===== config.mk =====
export PLATFORM = sky130hd
export DESIGN_NAME = cruise_cmd_panel_flat
export DESIGN_NICKNAME = d
export VERILOG_FILES = /design/src/rtl/cruise_cmd_panel_if.sv /design/src/rtl/cruise_cmd_panel.sv /design/src/flat_wrapper.sv
export SDC_FILE = /design/constraint.sdc
export NUM_CORES = 1
export LEC_CHECK = 0
export BUFFER_PORTS_ARGS = -buffer_cell sky130_fd_sc_hd__buf_2
export CAP_MARGIN = 25
export CELL_PAD_IN_SITES_DETAIL_PLACEMENT = 1
export CELL_PAD_IN_SITES_GLOBAL_PLACEMENT = 1
export CORE_UTILIZATION = 35
export CTS_CLUSTER_DIAMETER = 200
export CTS_CLUSTER_SIZE = 28
export DETAILED_ROUTE_END_ITERATION = 8
export PLACE_DENSITY_LB_ADDON = 0.1
export SLEW_MARGIN = 20
export SYNTH_ARGS = -nofsm -noshare
export SYNTH_HDL_FRONTEND = slang
export SYNTH_SLANG_ARGS = --single-unit

===== constraint.sdc =====
create_clock -name clk -period 4.95 [get_ports clk]
set_input_delay 0.99 -clock clk [delete_from_list [all_inputs] [get_ports clk]]
set_output_delay 0.99 -clock clk [all_outputs]
set_load 0.02 [all_outputs]

===== src/rtl/cruise_cmd_panel_if.sv =====
// Dashboard-side bundle for the cruise command panel: raw switch levels and
// controller feedback in, conditioned levels and command strobes out.
interface cruise_cmd_panel_if;
  logic       raw_throttle;
  logic       raw_set;
  logic       raw_accel;
  logic       raw_coast;
  logic       raw_cancel;
  logic       raw_resume;
  logic       raw_brake;
  logic       cruisectrl_in;
  logic [7:0] speed_in;
  logic       throttle;
  logic       brake;
  logic       set;
  logic       accel;
  logic       coast;
  logic       cancel;
  logic       resume;
  logic       rejected;
  logic       conflict;

  modport master (
    output raw_throttle, raw_set, raw_accel, raw_coast, raw_cancel, raw_resume, raw_brake,
    output cruisectrl_in, speed_in,
    input  throttle, brake, set, accel, coast, cancel, resume, rejected, conflict
  );

  modport slave (
    input  raw_throttle, raw_set, raw_accel, raw_coast, raw_cancel, raw_resume, raw_brake,
    input  cruisectrl_in, speed_in,
    output throttle, brake, set, accel, coast, cancel, resume, rejected, conflict
  );
endinterface


===== src/rtl/cruise_cmd_panel.sv =====
// Cruise command panel: synchronizes and debounces the driver switches, gates
// presses against controller feedback, arbitrates by priority and emits
// single-cycle command strobes. Brake holds a lockout state.
// Optional feature macro CRUISE_PANEL_AUTOREPEAT_EN adds accel/coast
// auto-repeat (AR_WAIT/AR_RPT states and the repeat counter).
module cruise_cmd_panel #(
  parameter int DEBOUNCE_CYCLES = 4,
  parameter int REPEAT_DELAY    = 16,
  parameter int REPEAT_RATE     = 4,
  parameter int MIN_SET_SPEED   = 45,
  parameter int CNT_W           = 5
) (
  input logic             clk,
  input logic             reset,
  cruise_cmd_panel_if.slave bus
);

  localparam int I_THR = 0;
  localparam int I_SET = 1;
  localparam int I_ACC = 2;
  localparam int I_COA = 3;
  localparam int I_CAN = 4;
  localparam int I_RES = 5;
  localparam int I_BRK = 6;
  // Inputs that are commands (press-to-strobe); throttle and brake are levels.
  localparam logic [6:0] CMD_MASK = 7'b0111110;

`ifdef CRUISE_PANEL_AUTOREPEAT_EN
  typedef enum logic [1:0] {IDLE, LOCK, AR_WAIT, AR_RPT} state_t;
  logic [CNT_W-1:0] rpt_cnt, rpt_cnt_n;
  logic             rpt_key, rpt_key_n;   // 0: accel held, 1: coast held
  logic             ar_exit;
`else
  typedef enum logic {IDLE, LOCK} state_t;
  // Repeat timing has no effect in this build; tie it off.
  logic [CNT_W-1:0] unused_repeat_cfg;
  assign unused_repeat_cfg = CNT_W'(REPEAT_DELAY + REPEAT_RATE);
`endif

  state_t           state, state_n;
  logic [6:0]       raw, sync1, sync2, db, db_n, press, ok, grant;
  logic [CNT_W-1:0] db_cnt   [7];
  logic [CNT_W-1:0] db_cnt_n [7];
  logic             speed_ok, brake_n, conflict_n, reject_n, rpt_acc, rpt_coa;

  assign raw = {bus.raw_brake, bus.raw_resume, bus.raw_cancel, bus.raw_coast,
                bus.raw_accel, bus.raw_set, bus.raw_throttle};

  // Synchronizer flops and debounced levels with their run counters
  always_ff @(posedge clk) begin
    if (reset) begin
      sync1 <= '0;
      sync2 <= '0;
      db    <= '0;
      for (int i = 0; i < 7; i++) db_cnt[i] <= '0;
    end else begin
      sync1 <= raw;
      sync2 <= sync1;
      db    <= db_n;
      for (int i = 0; i < 7; i++) db_cnt[i] <= db_cnt_n[i];
    end
  end

  // Debounce: flip the level once the synchronized input has disagreed long enough
  always_comb begin
    for (int i = 0; i < 7; i++) begin
      db_n[i]     = db[i];
      db_cnt_n[i] = '0;
      if (sync2[i] != db[i]) begin
        if (db_cnt[i] == CNT_W'(DEBOUNCE_CYCLES - 1)) db_n[i] = ~db[i];
        else db_cnt_n[i] = db_cnt[i] + 1'b1;
      end
    end
  end

  // Decisions use the level being registered this edge so strobes line up with it.
  assign press      = db_n & ~db;
  assign brake_n    = db_n[I_BRK];
  assign conflict_n = db_n[I_ACC] & db_n[I_COA];
  assign speed_ok   = bus.speed_in > 8'(MIN_SET_SPEED);

  // Gate each press by controller state, then grant the highest-priority one
  always_comb begin
    ok    = '0;
    grant = '0;
    ok[I_CAN] = press[I_CAN] &  bus.cruisectrl_in & ~brake_n;
    ok[I_ACC] = press[I_ACC] &  bus.cruisectrl_in & ~brake_n & ~conflict_n;
    ok[I_COA] = press[I_COA] &  bus.cruisectrl_in & ~brake_n & ~conflict_n;
    ok[I_SET] = press[I_SET] & ~bus.cruisectrl_in & ~brake_n & speed_ok;
    ok[I_RES] = press[I_RES] & ~bus.cruisectrl_in & ~brake_n;
    if      (ok[I_CAN]) grant[I_CAN] = 1'b1;
    else if (ok[I_ACC]) grant[I_ACC] = 1'b1;
    else if (ok[I_COA]) grant[I_COA] = 1'b1;
    else if (ok[I_SET]) grant[I_SET] = 1'b1;
    else if (ok[I_RES]) grant[I_RES] = 1'b1;
  end

  assign reject_n = |(press & CMD_MASK & ~grant);

`ifdef CRUISE_PANEL_AUTOREPEAT_EN
  assign ar_exit = ~(rpt_key ? db_n[I_COA] : db_n[I_ACC]) | conflict_n |
                   ~bus.cruisectrl_in | press[I_CAN];

  // State register plus held-key and repeat counter
  always_ff @(posedge clk) begin
    if (reset) begin
      state   <= IDLE;
      rpt_cnt <= '0;
      rpt_key <= 1'b0;
    end else begin
      state   <= state_n;
      rpt_cnt <= rpt_cnt_n;
      rpt_key <= rpt_key_n;
    end
  end

  // Next state: brake lockout first, then new accel/coast press, then repeat timing
  always_comb begin
    state_n   = state;
    rpt_cnt_n = rpt_cnt;
    rpt_key_n = rpt_key;
    rpt_acc   = 1'b0;
    rpt_coa   = 1'b0;
    if (brake_n) begin
      state_n = LOCK;
    end else if (grant[I_ACC] | grant[I_COA]) begin
      state_n   = AR_WAIT;
      rpt_cnt_n = '0;
      rpt_key_n = grant[I_COA];
    end else begin
      case (state)
        AR_WAIT, AR_RPT: begin
          if (ar_exit) begin
            state_n = IDLE;
          end else if (rpt_cnt == ((state == AR_WAIT) ? CNT_W'(REPEAT_DELAY - 1)
                                                     : CNT_W'(REPEAT_RATE - 1))) begin
            state_n   = AR_RPT;
            rpt_cnt_n = '0;
            rpt_acc   = ~rpt_key;
            rpt_coa   = rpt_key;
          end else begin
            rpt_cnt_n = rpt_cnt + 1'b1;
          end
        end
        default: state_n = IDLE;
      endcase
    end
  end
`else
  // State register
  always_ff @(posedge clk) begin
    if (reset) state <= IDLE;
    else       state <= state_n;
  end

  // Next state: lockout follows the debounced brake level
  always_comb begin
    state_n = state;
    rpt_acc = 1'b0;
    rpt_coa = 1'b0;
    case (state)
      IDLE:    if (brake_n) state_n = LOCK;
      default: if (!brake_n) state_n = IDLE;
    endcase
  end
`endif

  // Registered outputs; throttle is forced low while locked out by brake
  always_ff @(posedge clk) begin
    if (reset) begin
      bus.throttle <= 1'b0;
      bus.brake    <= 1'b0;
      bus.set      <= 1'b0;
      bus.accel    <= 1'b0;
      bus.coast    <= 1'b0;
      bus.cancel   <= 1'b0;
      bus.resume   <= 1'b0;
      bus.rejected <= 1'b0;
      bus.conflict <= 1'b0;
    end else begin
      bus.throttle <= db_n[I_THR] & (state_n != LOCK);
      bus.brake    <= brake_n;
      bus.set      <= grant[I_SET];
      bus.accel    <= grant[I_ACC] | rpt_acc;
      bus.coast    <= grant[I_COA] | rpt_coa;
      bus.cancel   <= grant[I_CAN];
      bus.resume   <= grant[I_RES];
      bus.rejected <= reject_n;
      bus.conflict <= conflict_n;
    end
  end

endmodule


===== src/flat_wrapper.sv =====
// flat-port wrapper written by rule: the top's interface ports become plain ports
module cruise_cmd_panel_flat 
#(
  parameter int DEBOUNCE_CYCLES = 4,
  parameter int REPEAT_DELAY    = 16,
  parameter int REPEAT_RATE     = 4,
  parameter int MIN_SET_SPEED   = 45,
  parameter int CNT_W           = 5
)
  (clk, reset, bus_raw_throttle, bus_raw_set, bus_raw_accel, bus_raw_coast, bus_raw_cancel, bus_raw_resume, bus_raw_brake, bus_cruisectrl_in, bus_speed_in, bus_throttle, bus_brake, bus_set, bus_accel, bus_coast, bus_cancel, bus_resume, bus_rejected, bus_conflict);
  cruise_cmd_panel_if bus_i ();
  input logic clk;
  input logic reset;
  input wire logic [$bits(bus_i.raw_throttle)-1:0] bus_raw_throttle;
  input wire logic [$bits(bus_i.raw_set)-1:0] bus_raw_set;
  input wire logic [$bits(bus_i.raw_accel)-1:0] bus_raw_accel;
  input wire logic [$bits(bus_i.raw_coast)-1:0] bus_raw_coast;
  input wire logic [$bits(bus_i.raw_cancel)-1:0] bus_raw_cancel;
  input wire logic [$bits(bus_i.raw_resume)-1:0] bus_raw_resume;
  input wire logic [$bits(bus_i.raw_brake)-1:0] bus_raw_brake;
  input wire logic [$bits(bus_i.cruisectrl_in)-1:0] bus_cruisectrl_in;
  input wire logic [$bits(bus_i.speed_in)-1:0] bus_speed_in;
  output wire logic [$bits(bus_i.throttle)-1:0] bus_throttle;
  output wire logic [$bits(bus_i.brake)-1:0] bus_brake;
  output wire logic [$bits(bus_i.set)-1:0] bus_set;
  output wire logic [$bits(bus_i.accel)-1:0] bus_accel;
  output wire logic [$bits(bus_i.coast)-1:0] bus_coast;
  output wire logic [$bits(bus_i.cancel)-1:0] bus_cancel;
  output wire logic [$bits(bus_i.resume)-1:0] bus_resume;
  output wire logic [$bits(bus_i.rejected)-1:0] bus_rejected;
  output wire logic [$bits(bus_i.conflict)-1:0] bus_conflict;
  assign bus_i.raw_throttle = bus_raw_throttle;
  assign bus_i.raw_set = bus_raw_set;
  assign bus_i.raw_accel = bus_raw_accel;
  assign bus_i.raw_coast = bus_raw_coast;
  assign bus_i.raw_cancel = bus_raw_cancel;
  assign bus_i.raw_resume = bus_raw_resume;
  assign bus_i.raw_brake = bus_raw_brake;
  assign bus_i.cruisectrl_in = bus_cruisectrl_in;
  assign bus_i.speed_in = bus_speed_in;
  assign bus_throttle = bus_i.throttle;
  assign bus_brake = bus_i.brake;
  assign bus_set = bus_i.set;
  assign bus_accel = bus_i.accel;
  assign bus_coast = bus_i.coast;
  assign bus_cancel = bus_i.cancel;
  assign bus_resume = bus_i.resume;
  assign bus_rejected = bus_i.rejected;
  assign bus_conflict = bus_i.conflict;
  cruise_cmd_panel #(.DEBOUNCE_CYCLES(DEBOUNCE_CYCLES), .REPEAT_DELAY(REPEAT_DELAY), .REPEAT_RATE(REPEAT_RATE), .MIN_SET_SPEED(MIN_SET_SPEED), .CNT_W(CNT_W)) u_core (.clk(clk), .reset(reset), .bus(bus_i));
endmodule

==> impl_metrics.py <==
metrics = {
    "outcome": {
        "status": "completed",
    },
    "drt": {
        "final_antenna_net_count": 0,
        "drt_iter0_drc": 56,
        "drt_first_pass_iters": 4,
        "via_per_inst": 4.725,
        "drc": 0,
        "wl_um": 4046,
        "num_vias": 1630,
        "wl_per_cell_um": 11.73,
    },
    "timing": {
        "rsz0062_at_grt": "no",
        "tightest_slew_ns": 0.6584,
        "hold_violations": 0,
        "layout_setup_ws_ns": 3.041,
        "setup_tns_ns": 0,
        "setup_viol": 0,
        "whs_ns": 0.4378,
        "min_period_ns": 1.909,
        "fin_crit_sh_pct": 38.57,
        "max_slew_margin_pct": 56.11,
        "max_freq_ghz": 0.5238,
        "clock_skew_ns": 0.006128,
        "maxSlewViolCount": 0,
    },
    "critical_path": {
        "cp.required_ns": 3.96,
        "r2r_start": "u_core.db_cnt[6][0]",
        "max_stage_delay_ns": 0.40,
        "worstSetupPathType": "reg2out",
        "cp_num_cells": 1,
        "r2r_end": "u_core.bus.cancel",
        "path_buf_inv": 1,
        "crit_arrival_ns": 0.92,
        "worstPathCellList": "buf_2",
        "cp_max_fo": 4,
        "rrSetupSlack_ns": 3.08,
        "cp-endpoint": "bus_brake",
        "slowest_stage": "dfxtp_1",
        "crit_start": "u_core.db[6]",
        "critPathCaptureType": "output port",
        "cp_top_family": "flip-flops",
        "r2r_cells": 4,
        "cp-start-kind": "flip-flop",
    },
    "flow_run": {
        "maxCapViolCount": 0,
    },
    "grt": {
        "grt_max_degree": 38,
        "grt_antenna_before_repair": 0,
        "grt_pass1_wl_um": 7065,
        "grt_pass1_vias": 1605,
        "grt_usage_pct": 12.89,
        "overflow": 0,
    },
    "layout": {
        "nFillCells": 752,
        "area_delta_synth_final_pct": 14.99,
        "antenna_cells": 0,
        "drive_above_1_share_pct": 16.79,
        "seqCellArea_um2": 1281,
        "layout.nets": 290,
        "multi_input_area_um2": 1102,
    },
    "cts": {
        "ctsResizeCount": 0,
        "clock-root-buffer": "clkbuf_8",
        "cts_setup_buffers": 0,
        "path_clk_slew_ns": 0.06,
        "h-tree-depth": 3,
        "cts_buffers": 9,
        "ctsLongestPathBuffers": 2,
        "cts_tree": "built",
        "holdBufCountCts": 0,
        "clock_latency_ns": 0.33,
        "cts_sinks": 64,
    },
    "pwr": {
        "peakVddDrop_mv": 0.1853,
        "power-per-cell-area_nw_per_um2": 328.2,
        "leakagePower_uw": 0.001036,
    },
    "floorplanning": {
        "io_pins": 27,
        "chipHeight_um": 85.30,
        "core_um2": 6531,
        "die_x_um": 85.30,
        "start_util_pct": 37.18,
        "dieArea_um2": 7276,
        "rows": 29,
    },
    "logic_synthesis": {
        "ys_async_sr_fraction_pct": 0,
        "yosys.cell_types.count": 29,
        "synth_most_common_cell": "dfxtp_1",
        "synth-seq-cells": 64,
        "synth_common_cells": "dfxtp_1 (64), nor2_1 (42), nand3_1 (17), nor2b_1 (16)",
        "synth_top_cell_by_area": "dfxtp_1",
        "synth.avg_cell_area_um2": 10.47,
        "netlist.area_leader.share_pct": 52.76,
        "synth_area_leaders": "dfxtp_1 (53%), nor2_1 (6.5%), xnor2_1 (5.0%)",
        "post_synth_inst_count": 232,
        "ys_seq_area_share_pct": 52.76,
        "ys.flop_type": "dfxtp_1",
        "ys_warn_count": 0,
        "synth_edf_count": 0,
        "synth_nets": 257,
        "netlist_area_um2": 2429,
    },
    "place": {
        "gp_congestion": 0.6880,
        "dp_slack_ns": 2.742,
        "dpl.hpwl_um": 2813,
        "portBuffers": 25,
    },
    "hold_path": {
        "hold_depth": 1,
        "hp-class": "reg2reg",
    },
}
-- logic make-up after synthesis --
group | Yosys count | synth area share [%]
fa+ha+maj | 7 | 3.606
simple gates | 107 | 26.17
xor+xnor | 28 | 10.10
mux | 8 | 3.452
buf+inv | 12 | 1.855
flops | 64 | 52.76
compound gates | 6 | 2.061
-- cell type report --
cell class                      count  share of cell area [%]
Clock inverter                      1                  0.1792
Timing Repair Buffer               25                   4.480
Inverter                            9                   1.210
Multi-Input combinational cell    156                   39.47
Tap cell                           77                   3.450
Clock buffer                       13                   5.332
Sequential cell                    64                   45.88
-- report_power, final --
| part | switching, µW | internal, µW | total (µW) | leakage (µW) |
|---|---|---|---|---|
| Clock | 175 | 190 | 364 | 0.0000794 |
| Sequential | 4.20 | 522 | 526 | 0.000519 |
| Combinational | 13.6 | 12.2 | 25.8 | 0.000437 |
-- through the flow --
stage	cell area [µm²]	std cells	util [%]	total power [µW]
after global placement	2639	331	40.40	563.2
after global routing	2793	345	42.76	965.1
after detailed placement	2639	331	40.40	564.2
after CTS	2793	345	42.76	936.6
after floorplan	2429	232	-	552.6
final	2793	345	42.76	916.5
-- flip-flops by register name (all words and copies together), names as in the netlist --
register,count
u_core.sync2,7
u_core.bus.cancel,1
u_core.bus.conflict,1
u_core.db_cnt,35
u_core.db,7
u_core.bus.accel,1
u_core.bus.set,1
u_core.bus.resume,1
u_core.sync1,7
u_core.bus.throttle,1
u_core.bus.rejected,1
u_core.bus.coast,1
-- how the worst min path moves through the flow --
| stage | start | end |
|---|---|---|
| after global placement | u_core.sync1[1] | u_core.sync2[1] |
| after floorplan | u_core.sync1[0] | u_core.sync2[0] |
| after detailed placement | u_core.sync1[5] | u_core.sync2[5] |
| final | u_core.sync1[5] | u_core.sync2[5] |
| after global routing | u_core.sync1[5] | u_core.sync2[5] |
| after CTS | u_core.sync1[5] | u_core.sync2[5] |
-- metal layers --
layer	global-route usage (%)	vias to the layer above	share of wire [%]
met2	20.38	30	45
li1	-	835	-
met3	6.809	7	6.3
met1	14.41	758	47
met5	0	-	0
met4	5.909	0	1.7
-- cells in the final DEF (no fill, tap or decap), drive strengths merged --
cell type	Yosys	layout
nor2	42	42
o22ai	1	1
nand2	4	4
a21oi	1	1
mux2i	8	8
o211ai	1	1
clkbuf	3	13
nor2b	16	16
buf	0	25
or3	7	7
nand4	2	2
a32o	1	1
a211oi	1	1
a32oi	1	1
inv	9	9
nand3	17	17
nor3	3	3
nor4b	10	10
nand2b	2	2
xnor2	14	14
xor2	14	14
ha	7	7
nand3b	2	2
clkinv	0	1
dfxtp	64	64
nand4bb	1	1
and2	1	1
Note: power is estimated with default switching activity, not from simulation.
